### config.mk
export PLATFORM = sky130hd
export DESIGN_NAME = simd_mem_port
export DESIGN_NICKNAME = d
export VERILOG_FILES = /design/src/rtl/simd_mem_pkg.sv /design/src/rtl/simd_req_fifo.sv /design/src/rtl/simd_mem_port.sv
export SDC_FILE = /design/constraint.sdc
export NUM_CORES = 1
export LEC_CHECK = 0
export ABC_CLOCK_PERIOD_IN_PS = 3700
export BUFFER_PORTS_ARGS = -buffer_cell sky130_fd_sc_hd__buf_4
export CAP_MARGIN = 20
export CORE_MARGIN = 3
export CORE_UTILIZATION = 45
export DETAILED_ROUTE_END_ITERATION = 16
export PLACE_DENSITY = 0.65
export SLEW_MARGIN = 20
export SYNTH_ARGS = -nofsm -noshare
export SYNTH_HDL_FRONTEND = slang
export SYNTH_SLANG_ARGS = --single-unit
### constraint.sdc
create_clock -name clk -period 3.7 [get_ports clk]
set_input_delay 0.555 -clock clk [delete_from_list [all_inputs] [get_ports clk]]
set_output_delay 0.555 -clock clk [all_outputs]
set_load 0.02 [all_outputs]
### src/rtl/simd_mem_pkg.sv
// Shared types for the per-core SIMD memory request sequencer.
// Optional SIMD_MEM_WRACK_EN makes stores return a completion pulse.
package simd_mem_pkg;

    localparam int LANE_W = 8;
    localparam int NCORES = 4;

    typedef enum logic [1:0] {
        ST_IDLE = 2'd0,
        ST_REQ  = 2'd1,
        ST_WAIT = 2'd2,
        ST_RESP = 2'd3
    } state_t;

    typedef struct packed {
        logic              we;
        logic [LANE_W-1:0] addr;
        logic [LANE_W-1:0] wdata;
    } req_t;

endpackage

### src/rtl/simd_req_fifo.sv
// Synchronous request FIFO; pointers carry an extra wrap bit
// so full and empty are distinguished without a counter.
module simd_req_fifo
    import simd_mem_pkg::*;
#(
    parameter int DEPTH = 4
) (
    input  logic clk_i,
    input  logic rst_i,
    input  logic push_i,
    input  req_t data_i,
    input  logic pop_i,
    output req_t data_o,
    output logic full_o,
    output logic empty_o
);

    localparam int AW = $clog2(DEPTH);

    logic [AW:0] wr_q, wr_d;
    logic [AW:0] rd_q, rd_d;
    req_t        mem_q [DEPTH];
    logic        do_push, do_pop;

    assign empty_o = (wr_q == rd_q);
    assign full_o  = (wr_q[AW] != rd_q[AW]) &&
                     (wr_q[AW-1:0] == rd_q[AW-1:0]);
    assign do_push = push_i && !full_o;
    assign do_pop  = pop_i && !empty_o;
    assign wr_d    = wr_q + {{AW{1'b0}}, do_push};
    assign rd_d    = rd_q + {{AW{1'b0}}, do_pop};
    assign data_o  = mem_q[rd_q[AW-1:0]];

    always_ff @(posedge clk_i) begin
        if (rst_i) begin
            wr_q <= '0;
            rd_q <= '0;
        end else begin
            wr_q <= wr_d;
            rd_q <= rd_d;
        end
    end

    always_ff @(posedge clk_i) begin
        if (do_push) begin
            mem_q[wr_q[AW-1:0]] <= data_i;
        end
    end

endmodule

### src/rtl/simd_mem_port.sv
// Per-core byte load/store sequencer in front of the shared-RAM arbiter.
// Define SIMD_MEM_WRACK_EN to pulse rsp_valid on store completion too.
module simd_mem_port
    import simd_mem_pkg::*;
#(
    parameter int CORE_ID    = 0,
    parameter int FIFO_DEPTH = 4,
    parameter int RD_LAT     = 2
) (
    input  logic              clk,
    input  logic              rst,
    input  logic              req_valid,
    output logic              req_ready,
    input  logic              req_we,
    input  logic [LANE_W-1:0] req_addr,
    input  logic [LANE_W-1:0] req_wdata,
    output logic              rsp_valid,
    output logic [LANE_W-1:0] rsp_data,
    output logic              arb_rden,
    output logic              arb_wren,
    output logic [LANE_W-1:0] arb_addr,
    output logic [LANE_W-1:0] arb_din,
    input  logic              arb_acq,
    input  logic [LANE_W-1:0] arb_q,
    output logic              busy
);

    localparam int            CW       = $clog2(RD_LAT) + 1;
    localparam logic [CW-1:0] CNT_INIT = CW'(RD_LAT - 1);

    state_t            state_q, state_d;
    req_t              cmd_q, cmd_d;
    logic [CW-1:0]     cnt_q, cnt_d;
    logic [LANE_W-1:0] rsp_q, rsp_d;

    req_t fifo_head;
    logic fifo_full, fifo_empty, fifo_pop;
    logic in_req;

    simd_req_fifo #(
        .DEPTH (FIFO_DEPTH)
    ) u_fifo (
        .clk_i   (clk),
        .rst_i   (rst),
        .push_i  (req_valid && req_ready),
        .data_i  ('{we: req_we, addr: req_addr, wdata: req_wdata}),
        .pop_i   (fifo_pop),
        .data_o  (fifo_head),
        .full_o  (fifo_full),
        .empty_o (fifo_empty)
    );

    always_comb begin
        state_d  = state_q;
        cmd_d    = cmd_q;
        cnt_d    = cnt_q;
        rsp_d    = rsp_q;
        fifo_pop = 1'b0;
        unique case (state_q)
            ST_IDLE: begin
                if (!fifo_empty) begin
                    fifo_pop = 1'b1;
                    cmd_d    = fifo_head;
                    state_d  = ST_REQ;
                end
            end
            ST_REQ: begin
                if (arb_acq) begin
                    if (cmd_q.we) begin
`ifdef SIMD_MEM_WRACK_EN
                        state_d = ST_RESP;
`else
                        state_d = ST_IDLE;
`endif
                    end else begin
                        state_d = ST_WAIT;
                        cnt_d   = CNT_INIT;
                    end
                end
            end
            ST_WAIT: begin
                if (cnt_q == '0) begin
                    rsp_d   = arb_q;
                    state_d = ST_RESP;
                end else begin
                    cnt_d = cnt_q - CW'(1);
                end
            end
            ST_RESP: state_d = ST_IDLE;
            default: state_d = ST_IDLE;
        endcase
    end

    always_ff @(posedge clk) begin
        if (rst) begin
            state_q <= ST_IDLE;
            cmd_q   <= '0;
            cnt_q   <= '0;
            rsp_q   <= '0;
        end else begin
            state_q <= state_d;
            cmd_q   <= cmd_d;
            cnt_q   <= cnt_d;
            rsp_q   <= rsp_d;
        end
    end

    // Outputs are forced low while rst is asserted, before the reset edge lands
    assign in_req    = (state_q == ST_REQ) && !rst;
    assign arb_rden  = in_req && !cmd_q.we;
    assign arb_wren  = in_req && cmd_q.we;
    assign arb_addr  = in_req ? cmd_q.addr : '0;
    assign arb_din   = in_req ? cmd_q.wdata : '0;
    assign rsp_valid = (state_q == ST_RESP) && !rst;
    assign rsp_data  = rsp_q;
    assign req_ready = !fifo_full && !rst;
    assign busy      = !rst && ((state_q != ST_IDLE) || !fifo_empty);

endmodule

Word level (Yosys, flattened, before mapping):

Memory sizes are Yosys's and may differ from the RTL's. A register that Yosys moved wholly into a read port is not among the register bits.
Cells that the tools add are included.
W data, S select, Z words.

* memories kept: 1
* input bits: 29
* register bits: 18
* RAM bits: 68
* word-level logic and storage cells: 59
* output and inout bits: 29

* bitwise logic cells: 1
* add/subtract/negate cells: 3
* reductions and logical operators: 23
* equal/unequal tests: 11
* muxes and demuxes: 15

Memories
* u_fifo.mem_q: depth 4, width 17, read ports 1, clocked after memory_dff 1, write ports 1, line simd_req_fifo.sv:22 `req_t mem_q [DEPTH];`

Operators with widths (count)
* $mux W8: 2
* $mux W2: 7
* $logic_and A1 B1 Y1: 10
* $ne A2 B2 Y1 const B: 5
* $pmux W2 S4: 1
* $add A3 B1 Y3: 2
* $eq A2 B2 Y1 const B: 2
* $logic_not A1 Y1: 4
* $logic_not A2 Y1: 2
* $mux W1: 4
* $pmux W2 S2: 1
* $reduce_and A2 Y1: 2
* $reduce_and A4 Y1: 1
* $reduce_bool A2 Y1: 2
* $eq A3 B3 Y1: 1
* $reduce_and A3 Y1: 1
* $eq A2 B1 Y1 const B: 1
* $eq A2 B2 Y1: 1
* $sub A2 B1 Y2 const B: 1
* $logic_or A1 B1 Y1: 1
* $ne A1 B1 Y1: 1
* $not A1 Y1: 1

Longest topological paths before layout:

Gate-level depths: netlist (run 1).

* depth after elaboration: 8
* gate-level depth with buffers: 10
* depth with buffers taken out: 7

Modules after synthesis:

A second synthesis (run 1) with hierarchy kept.

* cells, all modules: 271
* area total of the unflattened synthesis: 4073.9 um^2

Modules (own cells, without submodules)
* simd_req_fifo: cells each 125, sequential area each 2162.1 um^2, instances 1, area each 2842.7 um^2
* simd_mem_port: cells each 146, sequential area each 580.6 um^2, instances 1, area each 1231.2 um^2

Worst setup path after synthesis (run 1):

OpenSTA, ideal clock, no wires.

* kind: reg-to-reg
* start: register u_fifo.rd_q[0]
* end: memory u_fifo.mem_q[2][0] (netlist name) (enable)
* setup slack: 1.032 ns
* required time: 3.284 ns
* data arrival time: 2.252 ns
* setup time: 0.416 ns
* clock period less this slack: 2.668 ns
* stages on the path, launching flop included: 5
* path buffers: 1
* path through: dfxtp_1 -> buf_4 -> xor2_2 -> o311ai_2 -> nor3b_1

* longest elaborated chain between the ends: 8

RTL lines
* from (decl): line simd_req_fifo.sv:21 `logic [AW:0] rd_q, rd_d;`
* from (signal assigned): line simd_req_fifo.sv:40 `rd_q <= rd_d;`
* $eq A2 B2 Y1 *: line simd_req_fifo.sv:27 `(wr_q[AW-1:0] == rd_q[AW-1:0]);`
* $logic_and A1 B1 Y1 *: line simd_req_fifo.sv:26 `assign full_o = (wr_q[AW] != rd_q[AW]) &&`
* $logic_not A1 Y1 *: line simd_req_fifo.sv:28, simd_mem_port.sv:116
* $logic_and A1 B1 Y1: line simd_mem_port.sv:116 `assign req_ready = !fifo_full && !rst;`
* $logic_and A1 B1 Y1: line simd_mem_port.sv:45 `.push_i (req_valid && req_ready),`
* $logic_and A1 B1 Y1 *: line simd_req_fifo.sv:28 `assign do_push = push_i && !full_o;`
* $mux W1 *: line simd_req_fifo.sv:45 `if (do_push) begin`
* $mux W1 (not written as such) *: line simd_req_fifo.sv:46 `mem_q[wr_q[AW-1:0]] <= data_i;`
* to (decl): line simd_req_fifo.sv:22

Every way passes the cells marked *; elsewhere a longest branch is shown, timed or not.

Worst setup path in the final report (run 1):

* start: register state_q[0]
* end: output arb_din[7]

* longest elaborated chain between the ends: 3

RTL lines
* from (decl): line simd_mem_port.sv:31 `state_t state_q, state_d;`
* from (signal assigned): line simd_mem_port.sv:101 `state_q <= state_d;`
* $eq A2 B1 Y1: line simd_mem_port.sv:109 `assign in_req = (state_q == ST_REQ) && !rst;`
* $logic_and A1 B1 Y1: line simd_mem_port.sv:109
* $mux W8: line simd_mem_port.sv:113 `assign arb_din = in_req ? cmd_q.wdata : '0;`
* to (decl): line simd_mem_port.sv:22 `output logic [LANE_W-1:0] arb_din,`

Every way passes these cells.

==> results of run 1 <==
-- state kept, by name (all words and copies together) (netlist names), named ones only --
signal	cells
u_fifo.wr_q	3
cmd_q	17
cnt_q	2
u_fifo.mem_q	68
u_fifo.rd_q	3
state_q	1
rsp_data	8
-- path summary, 6_finish.rpt --
path / end / slack, ns / cells after the start
hold / removal: u_fifo.mem_q[2][12] / 0.39 / 1
hold reg to reg: cmd_q[11] / 0.46 / 2
setup / recovery: arb_din[7] / 1.24 / 3
setup reg to reg: u_fifo.rd_q[1] / 1.66 / 7
-- synthesized netlist by cell type, types with 2 or more instances --
| cell | count | area share |
|---|---|---|
| xor2_2 | 2 | 0.0079 |
| a21oi_1 | 6 | 0.0073 |
| nand2_1 | 35 | 0.032 |
| nand2b_1 | 2 | 0.0031 |
| dfxtp_1 | 35 | 0.17 |
| and2_1 | 17 | 0.026 |
| ha_1 | 5 | 0.015 |
| nand3b_1 | 2 | 0.0037 |
| nor3b_1 | 3 | 0.0055 |
| buf_4 | 2 | 0.0037 |
| xnor2_1 | 3 | 0.0064 |
| edfxtp_1 | 68 | 0.50 |
| nor2b_1 | 5 | 0.0076 |
| nor2_1 | 13 | 0.012 |
| mux4_2 | 17 | 0.093 |
| inv_1 | 4 | 0.0037 |
| buf_6 | 2 | 0.0055 |
| mux2i_1 | 25 | 0.061 |
| clkbuf_1 | 7 | 0.0064 |
-- layer usage --
layer	share of wire	vias up	routed length, um	global-route usage
met5	0	-	0	0
met4	0.012	0	85	0.0644
met3	0.063	9	428	0.0310
met2	0.50	60	3390	0.230
met1	0.43	1094	2930	0.188
li1	-	1094	-	-
-- through the flow --
stage	power (W)	hold WS, ns	cells
final	0.00269	0.387	443
after global routing	0.00284	0.376	443
after CTS	0.00273	0.371	443
after detailed placement	0.00205	0.448	427
after global placement	0.00204	0.445	427
after floorplan	0.00189	0.433	267
-- cells in the final DEF, fill, tap and decap left out, drive strengths merged --
cell / instances
clkinv: 4
bufinv: 1
and2: 17
o21ai: 1
and3: 1
xnor2: 3
xor2: 3
nand2b: 2
clkinvlp: 1
clkbuf: 10
mux2i: 25
o21a: 1
ha: 5
o31ai: 1
nor3: 1
o41ai: 1
mux4: 17
edfxtp: 68
inv: 5
nor3b: 4
a31oi: 1
nor2: 13
dfxtp: 35
nand2: 35
nand3b: 2
a21oi: 6
nor2b: 5
o311ai: 1
nand4bb: 1
buf: 65
-- worst reg2reg max path, cell delays in order, from the launching register on --
cell and delay [ns]:
dfxtp_1 0.51, xor2_2 0.18, o31ai_4 0.23, buf_4 0.35, inv_1 0.09, ha_1 0.20, ha_1 0.26, nor2b_1 0.12
-- area by class of cell --
class	instances	area share
tap	108	0.0278
clock buffer	10	0.0263
inverter	5	0.00386
multi-input combinational	146	0.263
clock inverter	6	0.0142
timing repair buffer	65	0.100
sequential	103	0.565
-- cell families after synthesis --
logic type	count (synthesis)
simple gates	81
buf+inv	18
fa+ha+maj	5
xor+xnor	6
compound gates	12
mux	42
flops	103
-- power breakdown --
part	switching, W	internal, W	total (W)
logic	0.000298	0.000298	0.000596
registers	0.0000676	0.00134	0.00141
clock network	0.000364	0.000316	0.000680
==> results.cfg, run 1 <==
[run_status]
status = complete, no violations

[global_routing]
grt_pass1_wl_mm = 11.1
globalRouteTotalUtil = 0.143
overflow = 0
grt_pass1_vias = 2240
antenna_found_initial = 0
grt_max_degree = 25

[logic_synthesis]
synth_edf_count = 68
netlist-cell-type-count = 33
yosysWarnings = 0
synthMuxAreaShare = 0.155
synth_compound_area_frac = 0.0211
synthAdderAreaFrac = 0.0153
syn-num-nets = 301
syn_inst = 267
synth_xor_area_frac = 0.0165
avgSynthCellArea_um2 = 15.3
netlist_area_um2 = 4100
synth-simple-area-share = 0.0983
ys_ff_latch = 103
seq_area_frac_synth = 0.669
synth_top_family_by_area = multiplexers
async_flop_share = 0
synthFlopType = edfxtp_1

[floorplanning]
fp.dieArea_um2 = 10300
core_um2 = 8760
io_pins = 58
row_count = 34
fp.dieW_um = 101
start_util = 0.468
dieHeight_um = 101

[clock_network]
htreeDepth = 3
post_cts_buffers = 0
cts_buffers = 9
clkLatencyLatePin_ns = 0.36
cts_root_buf = clkbuf_8
path_clk_slew_ns = 0.10
cts.sinks = 103
clockBufferDepth = 2
cts_hold_buffers = 0
cts_resized = 0
cts_tree = yes

[critical_path]
cp_top_family = simple AND/OR/NAND/NOR gates
worstPathCellList = nor3b_2 > and2_1 > buf_4
cp-end-kind = output port
required_ns = 3.14
cp.arrival_ns = 1.90
setup.worst_path.start = state_q[0]
cp_slowest_stage_delay_ns = 0.72
worst_path_max_delay_cell = nor3b_2
critical_path_buf_inv_count = 1
critPathMaxFanout = 18
r2r-start = u_fifo.wr_q[1]
worstSetupPathType = flip-flop to output port
cp-start-kind = flip-flop

[power]
power.leakage_nw = 1.91
power.density_nw_per_um2 = 553
ir_drop_mv = 0.210

[timing]
period_share = 0.664
fin_ws_ns = 1.24
max_freq_mhz = 407
relSlewSlack = 0.451
setup-violations-final = 0
rsz0062_at_grt = false
fin_setup_tns_ns = 0
worst_pin_slew_ns = 0.820
skew_ns = 0.0126
slew_viol_final = 0
period_needed_ns = 2.46
hold_viol = 0

[drt]
ant_nets = 0
drt-total-wl_mm = 6.84
via_per_inst = 5.09
first_iter_violations = 81
firstDrtPassIters = 4
vias = 2257
drc = 0
post_drt_wl_per_cell_um = 15.4

[finish]
seq_area_um2 = 2740
final_cell_area_um2 = 4860
nets = 364
area.growth.synth_to_final_pct = 18.5
antennaDiodeCount = 0
drive_gt1_frac = 0.313
fin_util = 0.554
num-fill-cells = 732
multi_input_area_um2 = 1280

[worst_hold_path]
hp-start = req_addr[4]
min_path_type = input port to flip-flop

[place]
place_area_um2 = 4660
gp_congestion = 0.695
hpwl_mm = 4.49
portBuffers = 57
pre_cts_ws_ns = 1.26

[run]
drv_cap = 0
Note: power is estimated with default switching activity, not from simulation.
==> run 2, diff against run 1 <==
--- a/config.mk
+++ b/config.mk
@@ -5,13 +5,13 @@
 export SDC_FILE = /design/constraint.sdc
 export NUM_CORES = 1
 export LEC_CHECK = 0
-export ABC_CLOCK_PERIOD_IN_PS = 3700
+export ABC_CLOCK_PERIOD_IN_PS = 2200
 export BUFFER_PORTS_ARGS = -buffer_cell sky130_fd_sc_hd__buf_4
 export CAP_MARGIN = 20
 export CORE_MARGIN = 3
 export CORE_UTILIZATION = 45
 export DETAILED_ROUTE_END_ITERATION = 16
-export PLACE_DENSITY = 0.65
+export PLACE_DENSITY = 0.68
 export SLEW_MARGIN = 20
 export SYNTH_ARGS = -nofsm -noshare
 export SYNTH_HDL_FRONTEND = slang
==> constraint.sdc (replaced) <==
create_clock -name clk -period 2.2 [get_ports clk]
set_input_delay 0.33 -clock clk [delete_from_list [all_inputs] [get_ports clk]]
set_output_delay 0.33 -clock clk [all_outputs]
set_load 0.02 [all_outputs]
==> run 2 against run 1 <==
  * Via count grew 0.22%
  * Combinational power grew 71%
  * Non-clock buffer count grew 3
  * Routed wire length grew 3.9%
  * Register-to-register slack lost 1.5 ns
  * Die area is the same
  * Total power grew 69%
  * Critical path type is now flip-flop to flip-flop
  * Critical endpoint is now u_fifo.wr_q[1]
==> results.cfg, run 2 (same netlist as run 1, synthesis figures left out) <==
[finish]
num-fill-cells = 726
area.growth.synth_to_final_pct = 19.1
antennaDiodeCount = 0
nets = 367
mostFrequentLayoutCells = 68 x buf_4, 68 x edfxtp_1, 35 x nand2_1, 35 x dfxtp_1, 25 x mux2i_1
final_cells = 446
multi_input_area_um2 = 1280
largest_reg_flops = 68
seq_area_um2 = 2740
drive_gt1_frac = 0.320

[place]
pre_cts_ws_ns = 0.207
dp.cells = 430
gp_congestion = 0.740
portBuffers = 57
hpwl_mm = 4.80

[timing]
worst_pin_slew_ns = 0.548
period_share = 0.917
relSlewSlack = 0.634
rsz0062_at_grt = false
period_needed_ns = 2.02
slew_viol_final = 0
setup-violations-final = 0
hold_viol = 0
fin_ws_ns = 0.183
max_freq_mhz = 496
fin_setup_tns_ns = 0
skew_ns = 0.0114

[drt]
ant_nets = 0
vias = 2262
first_iter_violations = 92
drc = 0
post_drt_wl_per_cell_um = 15.9
drt-total-wl_mm = 7.11
via_per_inst = 5.07
firstDrtPassIters = 5

[clock_network]
cts_hold_buffers = 0
cts.sinks = 103
path_clk_slew_ns = 0.10
cts_root_buf = clkbuf_8
clockBufferDepth = 2
htreeDepth = 3
cts_tree = yes
clkLatencyLatePin_ns = 0.36
cts_resized = 0
cts_buffers = 9
post_cts_buffers = 0

[critical_path]
required_ns = 2.44
setup.worst_path.start = u_fifo.wr_q[1]
cp-start-kind = flip-flop
r2r-start = u_fifo.wr_q[1]
critPathMaxFanout = 6
worstSetupPathType = flip-flop to flip-flop
cp-end-kind = flip-flop
cp.arrival_ns = 2.26

[floorplanning]
row_count = 34
io_pins = 58
dieHeight_um = 101
fp.dieW_um = 101
fp.dieArea_um2 = 10300
core_um2 = 8760
start_util = 0.468

[global_routing]
globalRouteTotalUtil = 0.151
grt_pass1_wl_mm = 11.5
overflow = 0
grt_max_degree = 36
antenna_found_initial = 0
grt_pass1_vias = 2262

[run]
drv_cap = 0

[run_status]
status = complete, no violations

[power]
power.density_nw_per_um2 = 933
power.leakage_nw = 1.93
total_power_w = 0.00455
ir_drop_mv = 0.444

[worst_hold_path]
hp-start = req_wdata[1]
min_path_type = input port to flip-flop
-- run 2: cell count changes in the layout (fill, tap and decap cells not counted), sizes merged --
| cell | previous run | this run |
|---|---|---|
| buf | 65 | 68 |
| clkbuf | 10 | 9 |
| clkinvlp | 1 | 2 |
-- run 2: worst max-delay path: stages, from the launching register on --
cell and delay (ns):
dfxtp_1 0.50, xor2_2 0.18, o311ai_2 0.55, inv_1 0.10
ha_1 0.20, ha_1 0.26, nor2b_1 0.12
-- run 2: metrics by stage --
stage / utilization / hold slack, ns / area, um2
after floorplan: - / 0.429 / 4110
after global placement: 0.534 / 0.443 / 4680
after detailed placement: 0.534 / 0.451 / 4680
after CTS: 0.557 / 0.144 / 4880
after global routing: 0.557 / 0.142 / 4880
final: 0.557 / 0.162 / 4880
-- run 2: layout make-up --
cell class,count,area share
timing repair buffer,68,0.105
clock buffer,9,0.0254
multi-input combinational,146,0.262
inverter,5,0.00385
sequential,103,0.562
tap,108,0.0277
clock inverter,7,0.0146
-- run 2: routing by layer --
| layer | vias up | share of wire | track usage |
|---|---|---|---|
| li1 | 1104 | - | - |
| met1 | 1094 | 0.44 | 0.198 |
| met2 | 55 | 0.49 | 0.241 |
| met3 | 9 | 0.051 | 0.0303 |
| met4 | 0 | 0.018 | 0.0736 |
| met5 | - | 0 | 0 |
-- run 2: report_power, final --
part,internal (W),total [W],switching (W)
clock network,0.000526,0.00116,0.000632
registers,0.00226,0.00237,0.000112
logic,0.000511,0.00102,0.000511
total,0.00329,0.00455,0.00125
-- run 2: worst paths after layout --
kind	to	slack (ns)	depth (start not counted)
worst max-delay path	u_fifo.wr_q[1]	0.18	6
worst min-delay path	u_fifo.mem_q[2][1]	0.16	1
worst max register to register	u_fifo.wr_q[1]	0.18	6
worst min register to register	cmd_q[6]	0.46	2
